<file path="src/rtl/saida_somador_pkg.sv">
// saida_somador_pkg: shared ALU types -- flag bit indices, buffer state enum and buffered entry
package saida_somador_pkg;
  localparam int SUM_W = 4;
  localparam int FLAG_N = 3;
  localparam int FLAG_Z = 2;
  localparam int FLAG_C = 1;
  localparam int FLAG_V = 0;
  typedef enum logic [1:0] {EMPTY, ONE, FULL} state_t;
  typedef struct packed {
    logic [SUM_W-1:0] s;
    logic [3:0]       flags;
  } entry_t;
endpackage

</file>
<file path="src/rtl/saida_somador_if.sv">
// saida_somador_if: adder-result input handshake, buffered output handshake and carry counter access
//   slave  = output stage view (takes in_*, out_ready, clr_count; drives in_ready, out_*, carry_count)
//   master = producer/consumer view (the opposite directions)
interface saida_somador_if #(parameter int WIDTH = 4, parameter int CNT_W = 8);
  logic             in_valid;
  logic             in_ready;
  logic [WIDTH-1:0] in_s;
  logic             in_cout;
  logic             in_a_msb;
  logic             in_b_msb;
  logic             out_valid;
  logic             out_ready;
  logic [WIDTH-1:0] out_s;
  logic [3:0]       out_flags;
  logic [CNT_W-1:0] carry_count;
  logic             clr_count;
  modport slave (
    input  in_valid, in_s, in_cout, in_a_msb, in_b_msb, out_ready, clr_count,
    output in_ready, out_valid, out_s, out_flags, carry_count
  );
  modport master (
    output in_valid, in_s, in_cout, in_a_msb, in_b_msb, out_ready, clr_count,
    input  in_ready, out_valid, out_s, out_flags, carry_count
  );
endinterface

</file>
<file path="src/rtl/saida_somador_flags.sv">
// flags_somador: combinational {N,Z,C,V} from sum, carry-out and operand MSBs (ports: s, cout, a_msb, b_msb -> flags)
module flags_somador
  import saida_somador_pkg::*;
#(parameter int WIDTH = 4) (
  input  logic [WIDTH-1:0] s,
  input  logic             cout,
  input  logic             a_msb,
  input  logic             b_msb,
  output logic [3:0]       flags
);
  always_comb begin
    flags         = '0;
    flags[FLAG_N] = s[WIDTH-1];
    flags[FLAG_Z] = (s == '0);
    flags[FLAG_C] = cout;
    flags[FLAG_V] = (a_msb == b_msb) && (s[WIDTH-1] != a_msb);
  end
endmodule

</file>
<file path="src/rtl/saida_somador.sv">
// saida_somador: 2-entry skid-buffered adder output stage with N/Z/C/V flags and saturating carry counter
//   ports: clk, rst_n (async active-low), bus (saida_somador_if.slave)
module saida_somador
  import saida_somador_pkg::*;
#(parameter int WIDTH = SUM_W, parameter int CNT_W = 8) (
  input logic            clk,
  input logic            rst_n,
  saida_somador_if.slave bus
);
  state_t           state, state_nxt;
  entry_t           main_q, skid_q, in_entry;
  logic [3:0]       in_flags;
  logic [CNT_W-1:0] cnt;
  logic             in_fire, out_fire, load_main, load_skid, pop_skid;
  flags_somador #(.WIDTH(WIDTH)) u_flags (
    .s(bus.in_s), .cout(bus.in_cout), .a_msb(bus.in_a_msb), .b_msb(bus.in_b_msb), .flags(in_flags)
  );
  assign in_entry      = '{s: bus.in_s, flags: in_flags};
  assign bus.in_ready  = (state != FULL);
  assign bus.out_valid = (state != EMPTY);
  assign bus.out_s     = main_q.s;
  assign bus.out_flags = main_q.flags;
  assign bus.carry_count = cnt;
  assign in_fire  = bus.in_valid && bus.in_ready;
  assign out_fire = bus.out_valid && bus.out_ready;
  always_comb begin
    state_nxt = state;
    load_main = 1'b0;
    load_skid = 1'b0;
    pop_skid  = 1'b0;
    case (state)
      EMPTY: begin
        load_main = in_fire;
        state_nxt = in_fire ? ONE : EMPTY;
      end
      ONE: begin
        load_main = in_fire && out_fire;
        load_skid = in_fire && !out_fire;
        state_nxt = (in_fire && !out_fire) ? FULL : (!in_fire && out_fire) ? EMPTY : ONE;
      end
      FULL: begin
        pop_skid  = out_fire;
        state_nxt = out_fire ? ONE : FULL;
      end
      default: state_nxt = EMPTY;
    endcase
  end
  always_ff @(posedge clk or negedge rst_n) begin
    if (!rst_n) begin
      state  <= EMPTY;
      main_q <= '0;
      skid_q <= '0;
      cnt    <= '0;
    end else begin
      state  <= state_nxt;
      main_q <= load_main ? in_entry : pop_skid ? skid_q : main_q;
      skid_q <= load_skid ? in_entry : skid_q;
      cnt    <= bus.clr_count ? '0 : (in_fire && bus.in_cout && cnt != '1) ? cnt + 1'b1 : cnt;
    end
  end
endmodule

</file>
<file path="src/flat_wrapper.sv">
// flat-port wrapper written by rule: the top's interface ports become plain ports
module saida_somador_flat import saida_somador_pkg::*;
#(parameter int WIDTH = SUM_W, parameter int CNT_W = 8)
  (clk, rst_n, bus_in_valid, bus_in_s, bus_in_cout, bus_in_a_msb, bus_in_b_msb, bus_out_ready, bus_clr_count, bus_in_ready, bus_out_valid, bus_out_s, bus_out_flags, bus_carry_count);
  saida_somador_if #(.WIDTH(WIDTH), .CNT_W(CNT_W)) bus_i ();
  input logic clk;
  input logic rst_n;
  input wire logic [$bits(bus_i.in_valid)-1:0] bus_in_valid;
  input wire logic [$bits(bus_i.in_s)-1:0] bus_in_s;
  input wire logic [$bits(bus_i.in_cout)-1:0] bus_in_cout;
  input wire logic [$bits(bus_i.in_a_msb)-1:0] bus_in_a_msb;
  input wire logic [$bits(bus_i.in_b_msb)-1:0] bus_in_b_msb;
  input wire logic [$bits(bus_i.out_ready)-1:0] bus_out_ready;
  input wire logic [$bits(bus_i.clr_count)-1:0] bus_clr_count;
  output wire logic [$bits(bus_i.in_ready)-1:0] bus_in_ready;
  output wire logic [$bits(bus_i.out_valid)-1:0] bus_out_valid;
  output wire logic [$bits(bus_i.out_s)-1:0] bus_out_s;
  output wire logic [$bits(bus_i.out_flags)-1:0] bus_out_flags;
  output wire logic [$bits(bus_i.carry_count)-1:0] bus_carry_count;
  assign bus_i.in_valid = bus_in_valid;
  assign bus_i.in_s = bus_in_s;
  assign bus_i.in_cout = bus_in_cout;
  assign bus_i.in_a_msb = bus_in_a_msb;
  assign bus_i.in_b_msb = bus_in_b_msb;
  assign bus_i.out_ready = bus_out_ready;
  assign bus_i.clr_count = bus_clr_count;
  assign bus_in_ready = bus_i.in_ready;
  assign bus_out_valid = bus_i.out_valid;
  assign bus_out_s = bus_i.out_s;
  assign bus_out_flags = bus_i.out_flags;
  assign bus_carry_count = bus_i.carry_count;
  saida_somador #(.WIDTH(WIDTH), .CNT_W(CNT_W)) u_core (.clk(clk), .rst_n(rst_n), .bus(bus_i));
endmodule
</file>
<file path="config.mk">
export PLATFORM = sky130hd
export DESIGN_NAME = saida_somador_flat
export DESIGN_NICKNAME = d
export VERILOG_FILES = /design/src/rtl/saida_somador_pkg.sv /design/src/rtl/saida_somador_if.sv /design/src/rtl/saida_somador_flags.sv /design/src/rtl/saida_somador.sv /design/src/flat_wrapper.sv
export SDC_FILE = /design/constraint.sdc
export NUM_CORES = 1
export LEC_CHECK = 0
export CORE_ASPECT_RATIO = 1.5
export CORE_MARGIN = 2
export CORE_UTILIZATION = 43
export DETAILED_ROUTE_END_ITERATION = 12
export GPL_TIMING_DRIVEN = 1
export HOLD_SLACK_MARGIN = 0.02
export PLACE_DENSITY_LB_ADDON = 0.1
export SLEW_MARGIN = 20
export SYNTH_ARGS = -nofsm -noshare
export SYNTH_HDL_FRONTEND = slang
export SYNTH_HIERARCHICAL = 1
export SYNTH_SLANG_ARGS = --single-unit
</file>
<file path="constraint.sdc">
create_clock -name clk -period 1.86 [get_ports clk]
set_input_delay 0.465 -clock clk [delete_from_list [all_inputs] [get_ports clk]]
set_output_delay 0.465 -clock clk [all_outputs]
set_load 0.05 [all_outputs]
</file>
# After elaboration in Yosys (flattened, before gate mapping)
# Index checks and enable logic that the tools add are counted.
[totals]
reg_bits = 26
input_bits = 12
wordCells = 40
[classes]
addsub = 1
n_eq_ne = 6
n_mux = 12
n_reduce_logical = 15
[op_table]
columns = ["op", "count"]
rows = [
  ["$mux 8", 4],
  ["$add 8x1->8 const B", 1],
  ["$logic_and 1x1->1", 8],
  ["$ne 8x8->1 const B", 1],
  ["$pmux 2 s3", 1],
  ["$reduce_bool 2->1", 3],
  ["$logic_not 4->1", 1],
  ["$mux 1", 4],
  ["$mux 2", 2],
  ["$eq 2x1->1 const B", 1],
  ["$eq 2x2->1 const B", 1],
  ["$logic_not 1->1", 2],
  ["$logic_not 2->1", 1],
  ["$ne 2x2->1 const B", 1],
  ["$pmux 1 s2", 1],
  ["$eq 1x1->1", 1],
  ["$ne 1x1->1", 1],
]

# Logic depth before layout (Yosys ltp)
[depth]
word_depth = 7
ltp_mapped = 8

# Modules after synthesis
# The synthesis kept the hierarchy.
[by_module_without_submodules]
columns = ["module", "n_inst", "cells_per_inst", "area_per_inst_um2", "seq_area_each_um2"]
rows = [
  ["saida_somador", 1, 101, 1217.4, 650.6],
  ["flags_somador", 1, 6, 43.8, 0.0],
]

# Worst setup path after synthesis
# OpenSTA, ideal clock, no wires.
[synth_timing]
path_type = "register to register"
start = "register u_core.state[0]"
end = "register u_core.main_q, in the netlist u_core/bus.out_flags[0]"
arrival_time_ns = 1.888
required_time_ns = 1.795
slack_ns = -0.093
stages_incl_launch_ff = 8
path_cell_list = "dfrtp_1 -> or2_2 -> and2_1 -> ha_1 -> mux2i_1 -> nor2_1 -> nor2_1 -> a21o_1"
[synth_between]
elab_chain_cells = 5
[synth_lines]
columns = ["element", "line_no", "source"]
rows = [
  ["start: declaration", "saida_somador.sv:10", "state_t state, state_nxt;"],
  ["start signal: assignment", "saida_somador.sv:55", "state <= state_nxt;"],
  ["$reduce_bool 2->1 (*)", "saida_somador.sv:20", "assign bus.out_valid = (state != EMPTY);"],
  ["named net bus_out_valid", "flat_wrapper.sv:16", "output wire logic [$bits(bus_i.out_valid)-1:0] bus_out_valid;"],
  ["$logic_and 1x1->1 (*)", "saida_somador.sv:25", "assign out_fire = bus.out_valid && bus.out_ready;"],
  ["$logic_and 1x1->1", "saida_somador.sv:37", "load_main = in_fire && out_fire;"],
  ["$pmux 1 s2", "saida_somador.sv:31", "case (state)"],
  ["$mux 8 or $reduce_bool 2->1 (tied branches)", "--", ""],
  ["end signal: assignment", "saida_somador.sv:56", "main_q <= load_main ? in_entry : pop_skid ? skid_q : main_q;"],
  ["end: declaration", "saida_somador.sv:11", "entry_t main_q, skid_q, in_entry;"],
]
# Mark *: on every way through the listed nets, which the timed path passes. The rest lies on a longest branch.
# A chain may end at the register's enable or synchronous reset.

# Worst setup path after layout
[layout_timing]
start = "register u_core.state[0]"
end = "register u_core.main_q, in the netlist u_core/bus.out_s[3]"
[layout_between]
elab_chain_cells = 5
[layout_lines]
columns = ["element", "line_no"]
rows = [
  ["$ne 2x2->1 or $reduce_bool 2->1 (tied branches)", "saida_somador.sv:19, saida_somador.sv:20"],
  ["$logic_and 1x1->1, on equally long branches", "saida_somador.sv:24, saida_somador.sv:25"],
  ["$logic_and 1x1->1", "saida_somador.sv:37"],
  ["$pmux 1 s2", "saida_somador.sv:31"],
  ["$mux 8 or $reduce_bool 2->1 (tied branches)", "--"],
]
# Several ways; a longest one is shown, not always the timed one.

==> impl_results.md <==
* Status: finished, final reports clean
* Hold Startpoint: u_core/bus.out_flags[2]
* Power Total at 2450 uW
* Placer Congestion at 0.792
* Post-synthesis net count at 121
* Metal2 WL at 1.61 mm
* Final ANT Viol Nets at 0
* RSZ-0062 raised after global routing: true
* Yosys top cell by area: dfrtp_1
* Die Footprint at 0.00339 mm2
* Post-Route M1 WL at 1.08 mm
* Area Overhead vs Synth at 41.8%
* Util after Layout at 62.7%
* Final Hold Slack at 0.483 ns
* Synthesized area at 0.00126 mm2
* Worst R2R Path Depth at 8
* Critical path class: flip-flop to flip-flop
* Die Wd at 48.2 um
* Rows at 24
* Ranking of synthesized cells by area: dfrtp_1, mux2_2, a22o_1, a21o_1, a21oi_1
* Top Ports at 30
* Layout cells sized above 1 at 39.0%
* Seq/Total Area, Yosys at 51.6%
* Core area at 0.00285 mm2
* CTS tree: built
* Largest net degree at the start of global routing at 27
* CTS H-Tree Depth at 1
* Post-Synthesis Cells at 107
* DR vias/cell at 5.26
* Most frequent cells in the layout: buf_4, dfrtp_1, clkdlybuf4s50_1
* Setup crit end kind: flip-flop
* Number of buffers created by CTS at 3
* DRT Wirelength at 2.80 mm
* FF+latch count, synth at 26
* FF-to-FF Start: u_core/state[0]
* Sequential Area at 651 um2
* Number of global-route vias before repair at 1,013
* Max Used Layer: met4
* Max_slew headroom at 77.3%
* Clock skew at 0.00236 ns
* Latest clock arrival within the worst-skew pair at 0.27 ns
* Met3 WL at 87 um
* Startpoint Class: flip-flop
* Worst hold stages at 1
* Final worst-path cycle share at 98.7%
* Final HPWL DP at 2.13 mm
* Max Cap Violations at 0
* Max-slew violation count at 0
* WHS Endpoint: u_core/bus.out_flags[2]
* Final setup margin at 0.0242 ns
* Top_reg_cell synth: dfrtp_1
* Measured slew at the worst slew-check pin at 0.340 ns
* R2R setup slack at 0.02 ns
* CTS root buf: clkbuf_8
* Post-synthesis cell type count at 31
* Final hold violations at 0
* Post-place instance area at 0.00167 mm2
* Routed vias at 1,015
* Worst-path clk slew at 0.09 ns
* Die Ht at 70.3 um
* WL/cell at 14.5 um
* Worst-path fanout max at 4
* P per Cell Area at 1370 mW/mm2
* Antenna violations before repair at 0
* Setup Viol. Count Final at 0
* Dpl ws at -0.232 ns
* Longest Clk Path Bufs at 2
* Share of the synthesized area in the top cell type at 51.6%
* Crit path time final at 1.84 ns
* IR drop worst, VDD at 0.000746 V
* # fillers at 235
* ANT cells at 0
* Post-route DRC at 0
* Critical Path AT at 2.00 ns
* Initial detailed-routing violation count at 12
* Global-route wire length before repair at 4.43 mm
* Nets@finish at 169
* EDFF count, synth at 0
* FF-to-FF End: u_core/bus.out_s[3]
* Initial core utilization at 44.2%
* Type of the tightest min-delay check: flip-flop to flip-flop
* Peak Freq at 545 MHz
* Cell area after layout at 0.00179 mm2
* CTS sink cnt at 26
* Commonest non-fill, non-tap cell in the layout: buf_4
* Area of the multi-input gates at 582 um2
* DR pass1 iterations at 3
* WP data required at 2.03 ns
* Leakage Power at 0.000856 uW
* Overflow after GRT at 0
* GRT Util Overall at 18.0%
* Synth warnings at 6
* PortBufs at 29
* Syn avg cell area at 11.8 um2
* Ys async rst share at 100%
## how the worst max path moves through the flow
stage	start	slack (ns)	depth (start not counted)	to
4_1_cts	u_core/state[0]	0.001	8	u_core/bus.out_s[1]
3_5_place_dp	bus_in_valid	-0.23	8	u_core/bus.out_s[1]
3_3_place_gp	bus_in_valid	-0.21	8	u_core/bus.out_s[1]
2_1_floorplan	u_core/bus.carry_count[0]	0.005	6	u_core/bus.carry_count[4]
5_1_grt	u_core/state[0]	-0.07	8	u_core/bus.out_flags[0]
6_report	u_core/state[0]	0.02	8	u_core/bus.out_s[3]
## cell usage after synthesis, drive strengths merged (2+ instances only)
master  count
a21o        8
a21oi       6
a22o        8
and2        2
buf         6
dfrtp      26
ha          2
inv         3
mux2        8
mux2i       3
nand2       3
nand3       4
nor2        5
o21ai       3
o22ai       2
o31ai       3
or3         3
or4         3
## sequential cells by signal, summed over array words and instances (netlist names)
| signal | count |
|---|---|
| u_core/skid_q | 8 |
| u_core/state | 2 |
| u_core/bus.out_flags | 4 |
| u_core/bus.out_s | 4 |
| u_core/bus.carry_count | 8 |
## report_power, final
part	internal (uW)	switching [uW]	total [uW]
sequential	744	108	852
clock	288	177	465
combinational	507	626	1130
total	1540	910	2450
## worst max-delay path, stage by stage (launching register included)
cell	delay, ns
dfrtp_1	0.42
or2b_1	0.27
and2_4	0.15
ha_4	0.15
mux2i_2	0.17
nor2_2	0.09
buf_4	0.14
a22o_1	0.20
a21o_1	0.15
## cells by family after synthesis
logic type | after synthesis | share of synthesized area, %
AOI/OAI and AO/OA | 32 | 19.3
xor gates and xnor gates | 1 | 0.695
adders and majority gates | 2 | 1.98
buffers and inverters | 9 | 4.56
DFF | 26 | 51.6
muxes | 11 | 9.52
and+or+nand+nor | 26 | 12.3
## routing by layer
| layer | up-vias | track usage, % |
|---|---|---|
| met3 | 2 | 2.33 |
| met4 | 0 | 6.31 |
| met5 | - | 0 |
| met2 | 20 | 31.3 |
| li1 | 486 | - |
| met1 | 507 | 20.8 |
## stage by stage
step | instances | TNS, ns
2_1_floorplan | 107 | 0
4_1_cts | 192 | 0
3_5_place_dp | 187 | -3.66
5_1_grt | 193 | -0.275
6_report | 193 | 0
3_3_place_gp | 187 | -2.89
## repair_timing
item / CTS / global route
resized for setup: 0 / 7
setup buffers: 1 / 1
setup endpoints to repair: 7 / 8
hold buffers: 0 / 0
cloned: 0 / 0
pin swaps: 0 / 8
## area by class of cell
class / count / area share [%]
clock buffers: 3 / 2.31
clock inverters: 1 / 1.68
inverters: 3 / 0.630
multi-input cells: 72 / 32.5
flip-flops and latches: 26 / 36.4
well taps: 39 / 2.73
repair buffers: 49 / 23.7
No activity file was read; power rests on OpenSTA's default activity.
